===== config.mk =====
export PLATFORM = sky130hd
export DESIGN_NAME = ram128x32_burst_ctrl
export DESIGN_NICKNAME = d
export VERILOG_FILES = /design/src/rtl/ram_ctrl_pkg.sv /design/src/rtl/ram_rd_skid.sv /design/src/rtl/ram128x32_burst_ctrl.sv
export SDC_FILE = /design/constraint.sdc
export NUM_CORES = 1
export LEC_CHECK = 0
export CAP_MARGIN = 20
export CELL_PAD_IN_SITES_DETAIL_PLACEMENT = 2
export CELL_PAD_IN_SITES_GLOBAL_PLACEMENT = 2
export CORE_MARGIN = 1
export CORE_UTILIZATION = 25
export DETAILED_ROUTE_END_ITERATION = 8
export PLACE_DENSITY = 0.92
export REMOVE_ABC_BUFFERS = 1
export SLEW_MARGIN = 20
export SYNTH_ARGS = -nofsm -noshare
export SYNTH_HDL_FRONTEND = slang
export SYNTH_SLANG_ARGS = --single-unit

===== constraint.sdc =====
create_clock -name clk -period 3.2 [get_ports clk]
set_clock_uncertainty 0.05 [all_clocks]
set_input_delay 0.32 -clock clk [delete_from_list [all_inputs] [get_ports clk]]
set_output_delay 0.32 -clock clk [all_outputs]
set_load 0.05 [all_outputs]

===== src/rtl/ram_ctrl_pkg.sv =====
// Shared types and sizing for the 128x32 RAM burst front-end.
package ram_ctrl_pkg;

    localparam int RAM_DATA_W = 32;
    localparam int RAM_ADDR_W = 7;
    localparam int DEPTH      = 2 ** RAM_ADDR_W;
    localparam int LEN_W      = RAM_ADDR_W + 1;

    typedef enum logic [1:0] {
        ST_IDLE,
        ST_WR,
        ST_RD_ISSUE,
        ST_RD_DRAIN
    } state_e;

endpackage


===== src/rtl/ram_rd_skid.sv =====
// Two-entry buffer that absorbs the RAM read latency so stalled output never drops a word.
module ram_rd_skid
    import ram_ctrl_pkg::*;
#(
    parameter int DATA_WIDTH = RAM_DATA_W
) (
    input  logic                  clk,
    input  logic                  rst_n,
    input  logic                  push_i,
    input  logic [DATA_WIDTH-1:0] push_data_i,
    input  logic                  push_last_i,
    input  logic                  pop_i,
    output logic                  valid_o,
    output logic [DATA_WIDTH-1:0] data_o,
    output logic                  last_o,
    output logic [1:0]            occ_o
);

    logic [DATA_WIDTH-1:0] d0_q, d0_d, d1_q, d1_d;
    logic                  l0_q, l0_d, l1_q, l1_d;
    logic [1:0]            occ_q, occ_d;
    logic                  pop;

    assign pop     = pop_i && (occ_q != 2'd0);
    assign valid_o = (occ_q != 2'd0);
    assign data_o  = d0_q;
    assign last_o  = valid_o && l0_q;
    assign occ_o   = occ_q;

    always_comb begin
        d0_d  = d0_q;
        d1_d  = d1_q;
        l0_d  = l0_q;
        l1_d  = l1_q;
        occ_d = occ_q;
        unique case ({push_i, pop})
            2'b10: begin
                if (occ_q == 2'd0) begin
                    d0_d = push_data_i;
                    l0_d = push_last_i;
                end else begin
                    d1_d = push_data_i;
                    l1_d = push_last_i;
                end
                occ_d = occ_q + 2'd1;
            end
            2'b01: begin
                d0_d  = d1_q;
                l0_d  = l1_q;
                occ_d = occ_q - 2'd1;
            end
            2'b11: begin
                // Head leaves while a new word arrives: occupancy is unchanged.
                if (occ_q == 2'd1) begin
                    d0_d = push_data_i;
                    l0_d = push_last_i;
                end else begin
                    d0_d = d1_q;
                    l0_d = l1_q;
                    d1_d = push_data_i;
                    l1_d = push_last_i;
                end
            end
            default: ;
        endcase
    end

    always_ff @(posedge clk) begin
        if (!rst_n) begin
            d0_q  <= '0;
            d1_q  <= '0;
            l0_q  <= 1'b0;
            l1_q  <= 1'b0;
            occ_q <= 2'd0;
        end else begin
            d0_q  <= d0_d;
            d1_q  <= d1_d;
            l0_q  <= l0_d;
            l1_q  <= l1_d;
            occ_q <= occ_d;
        end
    end

endmodule


===== src/rtl/ram128x32_burst_ctrl.sv =====
// Burst fill/dump controller owning the single port of a 128x32 registered-read RAM.
module ram128x32_burst_ctrl
    import ram_ctrl_pkg::*;
#(
    parameter int DATA_WIDTH = RAM_DATA_W,
    parameter int ADDR_WIDTH = RAM_ADDR_W
) (
    input  logic                  clk,
    input  logic                  rst_n,
    input  logic                  cmd_valid,
    output logic                  cmd_ready,
    input  logic                  cmd_wr,
    input  logic [ADDR_WIDTH-1:0] cmd_addr,
    input  logic [ADDR_WIDTH:0]   cmd_len,
    input  logic                  s_valid,
    output logic                  s_ready,
    input  logic [DATA_WIDTH-1:0] s_data,
    output logic                  m_valid,
    input  logic                  m_ready,
    output logic [DATA_WIDTH-1:0] m_data,
    output logic                  m_last,
    output logic                  done,
    output logic                  ram_we,
    output logic [ADDR_WIDTH-1:0] ram_address,
    output logic [DATA_WIDTH-1:0] ram_d,
    input  logic [DATA_WIDTH-1:0] ram_q
);

    localparam int                LW      = ADDR_WIDTH + 1;
    localparam logic [LW-1:0]     DEPTH_V = LW'(2 ** ADDR_WIDTH);
    localparam logic [LW-1:0]     ONE     = LW'(1);

    state_e                state_q, state_d;
    logic [ADDR_WIDTH-1:0] addr_q, addr_d, hold_q, hold_d;
    logic [LW-1:0]         rem_q, rem_d, len_eff;
    logic                  done_q, done_d;
    logic                  infl_q, infl_d, infl_last_q, infl_last_d;
    logic [1:0]            occ;
    logic                  pop, beat, issue;

    assign len_eff = (cmd_len > DEPTH_V) ? DEPTH_V : cmd_len;
    assign pop     = m_valid && m_ready;
    assign beat    = (state_q == ST_WR) && s_valid;
    // Never issue a read whose data could find the buffer full a cycle later.
    assign issue   = (state_q == ST_RD_ISSUE) &&
                     (({1'b0, occ} + {2'b0, infl_q}) < (3'd2 + {2'b0, pop}));

    assign cmd_ready   = rst_n && (state_q == ST_IDLE);
    assign s_ready     = (state_q == ST_WR);
    assign ram_we      = beat;
    assign ram_d       = s_data;
    assign ram_address = (state_q == ST_WR || state_q == ST_RD_ISSUE) ? addr_q : hold_q;
    assign done        = done_q;

    always_comb begin
        state_d     = state_q;
        addr_d      = addr_q;
        rem_d       = rem_q;
        hold_d      = hold_q;
        done_d      = 1'b0;
        infl_d      = issue;
        infl_last_d = issue && (rem_q == ONE);
        unique case (state_q)
            ST_IDLE: begin
                if (cmd_valid && cmd_ready) begin
                    addr_d = cmd_addr;
                    rem_d  = len_eff;
                    if (len_eff == '0) done_d = 1'b1;
                    else               state_d = cmd_wr ? ST_WR : ST_RD_ISSUE;
                end
            end
            ST_WR: begin
                if (beat) begin
                    addr_d = addr_q + 1'b1;
                    rem_d  = rem_q - ONE;
                    hold_d = addr_q;
                    if (rem_q == ONE) begin
                        state_d = ST_IDLE;
                        done_d  = 1'b1;
                    end
                end
            end
            ST_RD_ISSUE: begin
                if (issue) begin
                    addr_d = addr_q + 1'b1;
                    rem_d  = rem_q - ONE;
                    hold_d = addr_q;
                    if (rem_q == ONE) state_d = ST_RD_DRAIN;
                end
            end
            ST_RD_DRAIN: begin
                // Finish as the final word leaves rather than a cycle later.
                if (!infl_q && (occ == 2'd0 || (occ == 2'd1 && pop))) begin
                    state_d = ST_IDLE;
                    done_d  = 1'b1;
                end
            end
            default: state_d = ST_IDLE;
        endcase
    end

    always_ff @(posedge clk) begin
        if (!rst_n) begin
            state_q     <= ST_IDLE;
            addr_q      <= '0;
            rem_q       <= '0;
            hold_q      <= '0;
            done_q      <= 1'b0;
            infl_q      <= 1'b0;
            infl_last_q <= 1'b0;
        end else begin
            state_q     <= state_d;
            addr_q      <= addr_d;
            rem_q       <= rem_d;
            hold_q      <= hold_d;
            done_q      <= done_d;
            infl_q      <= infl_d;
            infl_last_q <= infl_last_d;
        end
    end

    ram_rd_skid #(.DATA_WIDTH(DATA_WIDTH)) u_skid (
        .clk         (clk),
        .rst_n       (rst_n),
        .push_i      (infl_q),
        .push_data_i (ram_q),
        .push_last_i (infl_last_q),
        .pop_i       (m_ready),
        .valid_o     (m_valid),
        .data_o      (m_data),
        .last_o      (m_last),
        .occ_o       (occ)
    );

endmodule


==> impl_metrics.csv <==
group,metric,value,unit
drt,finalWirelength,15870,um
die,die_x,137.1,um
finish,nets,711,
sta,post-route-period-util,94.21,%
finish,layout_commonest_cell,"clkdlybuf4s50_1",
die,ios,162,
logic_synthesis,syn_area_per_cell,8.234,um^2
clock_tree,clk_latency,350,ps
clock_tree,htree_levels,3,
clock_tree,cts_resized,0,
pwr,clockPowerShare,18.3,%
pwr,p_seq_share,29.7,%
logic_synthesis,synth_cells,554,
pwr,p_leak,2.146,nW
die,die_y,137.1,um
finish,antenna_cells,0,
die,coreArea,0.01790,mm^2
critical_path,max_stage_delay,700,ps
sta,setup_tns,0,ps
clock_tree,cts.sinks,95,
critical_path,start_kind,"register",
finish,area_growth,28.41,%
logic_synthesis,synthTopCellsByArea,"dfxtp_1 42%, nand2_1 7.4%, a221oi_1 6.3%",
critical_path,path_cells,"inv_1 > ha_1 > mux2_2 > clkdlybuf4s50_1",
logic_synthesis,synth_fa_ha_area_share,4.114,%
critical_path,cp.arrival,2640,ps
flow_run,max-cap-violations,0,
finish,drive_gt1_share,7.805,%
drt,drc,0,
sta,fmax,331.7,MHz
logic_synthesis,ys_types,48,
sta,finalSetupViolations,0,
clock_tree,cts_buffer_depth,2,
finish,final_cell_mix,"97 x clkdlybuf4s50_1, 95 x dfxtp_1, 90 x nand2_1, 51 x nor2_1, 48 x a21oi_1",
die,initial_core_util,25.48,%
logic_synthesis,yosys.area_share.simple,20.21,%
clock_tree,postCtsHoldBufs,0,
logic_synthesis,synth_compound_area_share,19.69,%
pwr,power_frac_comb,52.1,%
logic_synthesis,yosysTopAreaCell,"dfxtp_1",
grt,grt_pass1_wl,25300,um
logic_synthesis,synth_edf_count,0,
logic_synthesis,synthMuxAreaShare,3.922,%
logic_synthesis,synthArstFlopShare,0,%
logic_synthesis,yosysTopAreaCellShare,41.69,%
place,post-dp-hpwl,11200,um
logic_synthesis,ys.warnings.count,0,
sta,fin_crit,3015,ps
grt,antenna_found_initial,0,
logic_synthesis,synth_flop_cell,"dfxtp_1",
drt,ant_nets,0,
logic_synthesis,ys_seq_area_share,41.69,%
drt,wire_per_inst,18.81,um
place,gp_congestion,0.7563,
critical_path,worstSetupPathType,"register to output port",
grt,grt_pass1_vias,4676,
drt,drt-initial-drc-count,178,
drt,vias,4306,
clock_tree,clkTransAtPathRegs,70,ps
sta,worst_slew_pin_slew,763.9,ps
pwr,p_per_area,1022,mW/mm^2
sta,drv_slew,0,
outcome,status,"finished, final reports clean",
grt,grt_start_max_net_pins,42,
pwr,p_int,3.245,mW
logic_synthesis,synth.ff_latch_count,95,
logic_synthesis,synth_xor_xnor_area_share,0.5760,%
grt,grt.total_usage,17.66,%
logic_synthesis,synth_top_family_by_area,"simple AND/OR/NAND/NOR gates",
logic_synthesis,synth_area,0.004562,mm^2
drt,firstDrtPassIters,6,
pwr,switching_power,2.741,mW
clock_tree,cts_buffers,9,
place,io_buffers,97,
worst_hold_path,hold_class,"register to register",
die,row_count,49,
sta,hold_viol_final,0,
clock_tree,cts_tree,"built",
drt,vias_per_cell,5.102,
sta,relSlewSlack,48.61,%
pwr,switching_share,45.79,%
critical_path,cp_slowest_cell,"clkdlybuf4s50_1",
sta,hold_ws,405.9,ps
pwr,peakVddDrop,0.4328,mV
grt,grt_overflow,0,
critical_path,end_kind,"output port",
sta,rsz0062_at_grt,"no",
clock_tree,cts_root_buf,"clkbuf_16",
critical_path,crit_required,2830,ps
critical_path,crit_fanout,15,
clock_tree,cts_setup_buffers,0,
die,die_area,0.01879,mm^2
final timing paths:
| kind | start | endpoint | slack (ps) | depth (start not counted) |
|---|---|---|---|---|
| max | state_q[1] | ram_address[1] | 190 | 4 |
| min | u_skid.d1_q[31] | u_skid.d1_q[31] | 410 | 2 |
| max reg2reg | u_skid.occ_o[0] | addr_q[0] | 580 | 7 |
| min reg2reg | u_skid.d1_q[31] | u_skid.d1_q[31] | 410 | 2 |
cells by family after synthesis:
kind of cell               Yosys count
and+or+nand+nor                    210
AOI/OAI and AO/OA                  131
DFF                                 95
buffers and inverters               83
muxes                               17
adders and majority gates           15
xor gates and xnor gates             3
synth_stat cells (3+ instances only):
library cell	count
a211oi_1	3
a21o_1	3
a21oi_1	48
a221oi_1	33
a31o_2	3
and2_1	4
and3_1	5
buf_1	3
buf_4	32
clkbuf_1	31
dfxtp_1	95
ha_1	15
inv_1	14
mux2_2	7
mux2i_1	10
nand2_1	90
nand3_1	5
nand4_1	3
nor2_1	51
nor2b_1	5
nor3_1	37
nor4_1	3
o21a_1	3
o21ai_0	16
xor2_1	3
flip-flops by register name, indices dropped and copies added (netlist names):
| register | flops |
|---|---|
| addr_q | 7 |
| u_skid.l1_q | 1 |
| state_q | 2 |
| u_skid.l0_q | 1 |
| hold_q | 7 |
| rem_q | 8 |
| infl_last_q | 1 |
| u_skid.occ_o | 2 |
| infl_q | 1 |
| u_skid.data_o | 32 |
| done | 1 |
| u_skid.d1_q | 32 |
power by group through the flow:
stage	logic, mW	clock network [mW]	registers [mW]
after floorplan	1.47	0	2.29
after global placement	3.03	0	1.77
after detailed placement	3.13	0	1.80
after CTS	3.15	1.14	1.78
after global routing	3.39	1.19	1.82
final	3.12	1.09	1.78
area by class of cell:
| type | instances | area [um^2] |
|---|---|---|
| fill | 2056 | 12040 |
| clock inverter | 6 | 68.82 |
| clock buffer | 9 | 225.2 |
| timing repair buffer | 114 | 1099 |
| tap | 229 | 286.5 |
| inverter | 15 | 56.30 |
| sequential | 95 | 1902 |
| multi-input combinational | 376 | 2221 |
per-layer routing:
layer  global-route usage, %  vias up  share of wire (%)
met5                   2.222        -                  0
met2                   29.01      141                 46
li1                        -     2036                  -
met3                   5.926       16                7.0
met1                   21.80     2113                 46
met4                   4.518        0                1.1
critical path, delay by kind of cell, from the launching register on:
| kind | cells | cell delay (ps) |
|---|---|---|
| DFF | 1 | 410 |
| buffers and inverters | 2 | 800 |
| muxes | 1 | 400 |
| adders and majority gates | 1 | 680 |
per-stage QoR:
step	power, mW	instance area (um^2)	instances	setup WS (ps)	utilization, %
after global routing	6.389	5858	844	53.95	32.72
after floorplan	3.759	4172	486	461.1	-
after detailed placement	4.933	5564	829	559.9	31.08
after global placement	4.799	5564	829	551.1	31.08
after CTS	6.070	5858	844	165.6	32.72
final	5.986	5858	844	185.4	32.72
No activity file was read; power rests on OpenSTA's default activity.
